==> config.mk <==
export PLATFORM = sky130hd
export DESIGN_NAME = clk_gen_monitor
export DESIGN_NICKNAME = d
export VERILOG_FILES = /design/src/rtl/clk_gen_monitor.sv
export SDC_FILE = /design/constraint.sdc
export NUM_CORES = 1
export LEC_CHECK = 0
export BUFFER_PORTS_ARGS = -buffer_cell sky130_fd_sc_hd__buf_2
export CORE_MARGIN = 2
export CORE_UTILIZATION = 60
export CTS_BUF_LIST = sky130_fd_sc_hd__clkbuf_8
export CTS_CLUSTER_DIAMETER = 60
export CTS_CLUSTER_SIZE = 40
export DETAILED_ROUTE_END_ITERATION = 7
export PLACE_DENSITY = 0.84
export SETUP_SLACK_MARGIN = 0.5
export SLEW_MARGIN = 30
export SYNTH_ARGS = -nofsm -noshare
export SYNTH_HDL_FRONTEND = slang
export SYNTH_SLANG_ARGS = --single-unit
==> constraint.sdc <==
create_clock -name iClk -period 2.3 [get_ports iClk]
set_input_delay 0.115 -clock iClk [delete_from_list [all_inputs] [get_ports iClk]]
set_output_delay 0.115 -clock iClk [all_outputs]
set_load 0.01 [all_outputs]
==> src/rtl/clk_gen_monitor.sv <==
// Clock-generator lock monitor: synchronizes and debounces the generator's lock
// pin after the PLD enables the clocks, enforces a lock timeout and latches faults.
module clk_gen_monitor #(
  parameter int LOCK_TIMEOUT    = 1000,
  parameter int DEBOUNCE_CYCLES = 4,
  parameter int CNT_W           = 16
) (
  input  logic       iClk,
  input  logic       iRst_n,
  input  logic       iClksOeN,
  input  logic       iBclk5OeN,
  input  logic       iClkGenLock,
  input  logic       iFaultClr,
  output logic       oClksGood,
  output logic       oBclk5Good,
  output logic       oClkFault,
  output logic [1:0] oFaultCode,
  output logic [2:0] oState
);

  localparam int DB_W = (DEBOUNCE_CYCLES > 1) ? $clog2(DEBOUNCE_CYCLES) : 1;

  localparam logic [CNT_W-1:0] TMO_LAST = CNT_W'(LOCK_TIMEOUT - 1);
  localparam logic [CNT_W-1:0] TMR_MAX  = {CNT_W{1'b1}};
  localparam logic [DB_W-1:0]  DB_LAST  = DB_W'(DEBOUNCE_CYCLES - 1);

  localparam logic [1:0] CODE_NONE = 2'b00;
  localparam logic [1:0] CODE_TMO  = 2'b01;
  localparam logic [1:0] CODE_LOST = 2'b10;

  typedef enum logic [2:0] {
    IDLE      = 3'd0,
    WAIT_LOCK = 3'd1,
    DEBOUNCE  = 3'd2,
    GOOD      = 3'd3,
    FAULT     = 3'd4
  } state_t;

  state_t           state_q, state_d;
  logic [1:0]       code_d;
  logic             lock_m, lock_s;
  logic [CNT_W-1:0] timer;
  logic [DB_W-1:0]  dbcnt;
  logic             oe, tmo, db_done;

  assign oe      = !iClksOeN;
  assign tmo     = (timer == TMO_LAST);
  assign db_done = (dbcnt == DB_LAST);

  // lock pin is asynchronous to iClk; only lock_s is used downstream
  always_ff @(posedge iClk) begin
    if (!iRst_n) begin
      lock_m <= 1'b0;
      lock_s <= 1'b0;
    end else begin
      lock_m <= iClkGenLock;
      lock_s <= lock_m;
    end
  end

  // Timer runs across WAIT_LOCK/DEBOUNCE bounces so a flapping lock still times out
  always_ff @(posedge iClk) begin
    if (!iRst_n || state_q == IDLE)
      timer <= '0;
    else if ((state_q == WAIT_LOCK || state_q == DEBOUNCE) && timer != TMR_MAX)
      timer <= timer + CNT_W'(1);
  end

  always_ff @(posedge iClk) begin
    if (!iRst_n || state_q != DEBOUNCE)
      dbcnt <= '0;
    else if (lock_s && !db_done)
      dbcnt <= dbcnt + DB_W'(1);
  end

  always_comb begin
    state_d = state_q;
    code_d  = oFaultCode;
    case (state_q)
      IDLE: begin
        if (oe) state_d = WAIT_LOCK;
      end
      WAIT_LOCK: begin
        if (!oe)
          state_d = IDLE;
        else if (lock_s)
          state_d = DEBOUNCE;
        else if (tmo) begin
          state_d = FAULT;
          code_d  = CODE_TMO;
        end
      end
      DEBOUNCE: begin
        if (!oe)
          state_d = IDLE;
        else if (!lock_s)
          state_d = WAIT_LOCK;
        else if (db_done)
          state_d = GOOD;
        else if (tmo) begin
          state_d = FAULT;
          code_d  = CODE_TMO;
        end
      end
      GOOD: begin
        if (!oe)
          state_d = IDLE;
        else if (!lock_s) begin
          state_d = FAULT;
          code_d  = CODE_LOST;
        end
      end
      FAULT: begin
        if (iFaultClr && !oe) begin
          state_d = IDLE;
          code_d  = CODE_NONE;
        end
      end
      default: begin
        state_d = IDLE;
        code_d  = CODE_NONE;
      end
    endcase
  end

  // Outputs load from the next-state decode so they move with the state
  always_ff @(posedge iClk) begin
    if (!iRst_n) begin
      state_q    <= IDLE;
      oClksGood  <= 1'b0;
      oBclk5Good <= 1'b0;
      oClkFault  <= 1'b0;
      oFaultCode <= CODE_NONE;
    end else begin
      state_q    <= state_d;
      oClksGood  <= (state_d == GOOD);
      oBclk5Good <= (state_d == GOOD) && !iBclk5OeN;
      oClkFault  <= (state_d == FAULT);
      oFaultCode <= code_d;
    end
  end

  assign oState = state_q;

endmodule
==> run_results.csv <==
group,metric,value,unit
cts,clkLatencyLatePin,0.28,ns
place,hpwl,2278,µm
place,portBuffers,13,
die,fp.dieArea,2876,µm²
cts,cts_root_buf,"clkbuf_8",
cts,tritoncts,"built",
cells_and_area,fillers,160,
critical_path,criticalPathCategory,"flop to flop",
critical_path,cp.arrival,1.95,ns
sta,worst_pin_slew,0.4368,ns
synthesis,synth-edff-count,0,
global_routing,grt_antenna_before_repair,0,
place,globalplace.congestion,0.8462,
die,io_pins,14,
sta,slew_violations,0,
route,via_per_inst,6.574,
synthesis,synthArstFlopShare,0,%
synthesis,synthFlopType,"dfxtp_1",
route,dr.pass1.iters,4,
route,post_drt_wl_per_cell,15.52,µm
sta,setup_violations,0,
critical_path,critPathLaunchType,"flop",
synthesis,synthCells,166,
cells_and_area,area.growth.synth_to_final,12.70,%
cts,htreeDepth,1,
die,core_area,2276,µm²
sta,hold_viol_final,0,
global_routing,overflow,0,
global_routing,grt_use_total,24.81,%
synthesis,syn_area,1478,µm²
synthesis,seq_area_frac_synth,37.93,%
sta,layout_min_cycle_time,1.735,ns
sta,maxSlewHeadroom,70.71,%
synthesis,yosysUniqueCellTypes,48,
route,totalWireLength,3167,µm
critical_path,cp_max_fo,16,
global_routing,grt_max_degree,18,
die,dieHeight,53.63,µm
sta,skew,0.001022,ns
cts,cts_buffer_depth,2,
power_and_ir_drop,leakagePower,0.5594,nW
die,start_util,64.93,%
cts,numCtsBuffers,3,
sta,final.setup.tns,0,ns
cells_and_area,diodes,0,
cts,clock_sinks,28,
synthesis,synth-seq-cells,28,
outcome,status,"finished, final reports clean",
power_and_ir_drop,power_density,516.1,nW/µm²
global_routing,grt_pass1_wl,5161,µm
critical_path,endpoint_kind,"flop",
global_routing,grt_pass1_vias,1221,
route,routed-via-count,1341,
die,die-width,53.63,µm
synthesis,synth_warnings,0,
cells_and_area,num-nets-final,185,
min_path,hold_class,"input port to flop",
cells_and_area,final_layout_size_suffix_gt1_share,22.16,%
sta,period_share,75.44,%
cts,cts.clk_slew.worst_paths,0.09,ns
route,drc,0,
route,drt.antenna.violating_nets,0,
synthesis,syn_avg_cell_area,8.902,µm²
sta,rsz0062_at_grt,"no",
critical_path,worstPathRequired,2.52,ns
power_and_ir_drop,ir_worst_vdd,0.5250,mV
cells_and_area,final_util,73.17,%
synthesis,syn-num-nets,174,
sta,max_freq,576.3,MHz
flow_run,max_cap_violations,0,
route,drt_iter0_drc,25,
die,rows,17,
per-stage QoR:
stage               hold slack [ns]  instances  setup slack (ns)  instance area [µm²]  power [W]
floorplan                    0.1935        166            0.5639                 1478  0.0005447
global placement             0.2798        197            0.4496                 1533  0.0005575
detailed placement           0.2897        197            0.3350                 1533  0.0005608
CTS                         0.04096        202            0.5091                 1610  0.0008642
global route                0.05070        204            0.5028                 1665  0.0008906
finish                      0.04234        204            0.5649                 1665  0.0008594
sequential cells by signal (all words and copies together) (netlist names):
signal and count:
oFaultCode 2, oClksGood 1, lock_m 1, oState 3, timer 16, oClkFault 1, lock_s 1, dbcnt 2
oBclk5Good 1
worst paths after layout:
kind | start | end | slack, ns | depth (start not counted)
worst max-delay path | timer[0] | timer[7] | 0.56 | 5
worst min-delay path | iClkGenLock | lock_m | 0.04 | 2
worst max register to register | timer[0] | timer[7] | 0.56 | 5
worst min register to register | lock_m | lock_s | 0.45 | 1
Yosys cell counts, types with 2 or more instances:
library cell | number | area (µm²)
nand4_1 | 5 | 31.28
o31ai_1 | 9 | 67.56
and3_1 | 4 | 25.02
o21ai_0 | 10 | 50.05
nand2_1 | 8 | 30.03
inv_1 | 3 | 11.26
buf_2 | 3 | 15.01
nor3_1 | 2 | 10.01
o31a_1 | 2 | 17.52
and4bb_2 | 2 | 25.02
or3_1 | 2 | 12.51
nand3b_1 | 2 | 15.01
and4_1 | 4 | 35.03
nor2_1 | 3 | 11.26
clkbuf_1 | 7 | 26.28
nand2b_1 | 3 | 18.77
mux2i_1 | 3 | 30.03
nor2b_1 | 3 | 18.77
and2_1 | 4 | 25.02
dfxtp_1 | 28 | 560.5
nor4b_1 | 2 | 17.52
ha_1 | 2 | 25.02
nor3b_1 | 2 | 15.01
o41ai_1 | 2 | 17.52
nand3_1 | 5 | 25.02
a211oi_1 | 3 | 22.52
or4_1 | 9 | 67.56
a21oi_1 | 14 | 70.07
layer usage:
| layer | up-vias | part of all wire, % | GRT usage, % |
|---|---|---|---|
| met5 | - | 0 | 0 |
| met4 | 0 | 1.6 | 10.26 |
| met3 | 5 | 3.2 | 3.333 |
| met2 | 24 | 51 | 46.50 |
| met1 | 645 | 44 | 27.88 |
| li1 | 667 | - | - |
layout make-up:
cell class / count / area [µm²] / area share, %
clock buffers: 4 / 55.05 / 3.306
multi-input cells: 124 / 900.9 / 54.09
well taps: 28 / 35.03 / 2.104
flip-flops and latches: 28 / 565.5 / 33.96
inverters: 3 / 11.26 / 0.6762
repair buffers: 17 / 97.59 / 5.860
power breakdown:
part / switching (W) / total, W / internal, W
clock: 0.000149 / 0.000303 / 0.000154
combinational: 0.0000360 / 0.0000602 / 0.0000243
sequential: 0.00000756 / 0.000496 / 0.000489
total: 0.000193 / 0.000859 / 0.000666
cell usage in the layout, fill, tap and decap left out, drive strengths merged, types with 3 or more instances in the layout:
cell    count
a211oi      3
a21oi      14
and2        4
and3        6
and4        6
buf        16
clkbuf      4
dfxtp      28
inv         3
mux2i       3
nand2       8
nand2b      3
nand3       5
nand4       5
nor2        3
nor2b       3
o21ai      10
o31ai       9
or4         9
cell families after synthesis:
logic type	after synthesis	synth area share [%]
buffers and inverters	14	4.318
AND/OR/NAND/NOR	68	31.16
flip-flops	28	37.93
adder cells (fa/ha/maj)	2	1.693
multiplexers	3	2.032
XOR/XNOR	2	1.186
AO/OA/AOI/OAI	49	21.68
worst max-delay path, cell delays in order (launching register included):
cell and delay, ns:
dfxtp_2 0.35, ha_1 0.22, and4_2 0.23, and4_4 0.22, or4_1 0.49, a21oi_2 0.15
repair_timing:
| item | CTS | global route |
|---|---|---|
| pin swaps | 0 | 1 |
| endpoints found under the setup margin | 13 | 11 |
| hold buffers | 1 | 0 |
| cloned | 0 | 0 |
| endpoints found under the hold margin | 1 | 0 |
| gates resized for setup | 6 | 9 |
| buffers inserted | 0 | 2 |
(Power assumes the default switching activity.)
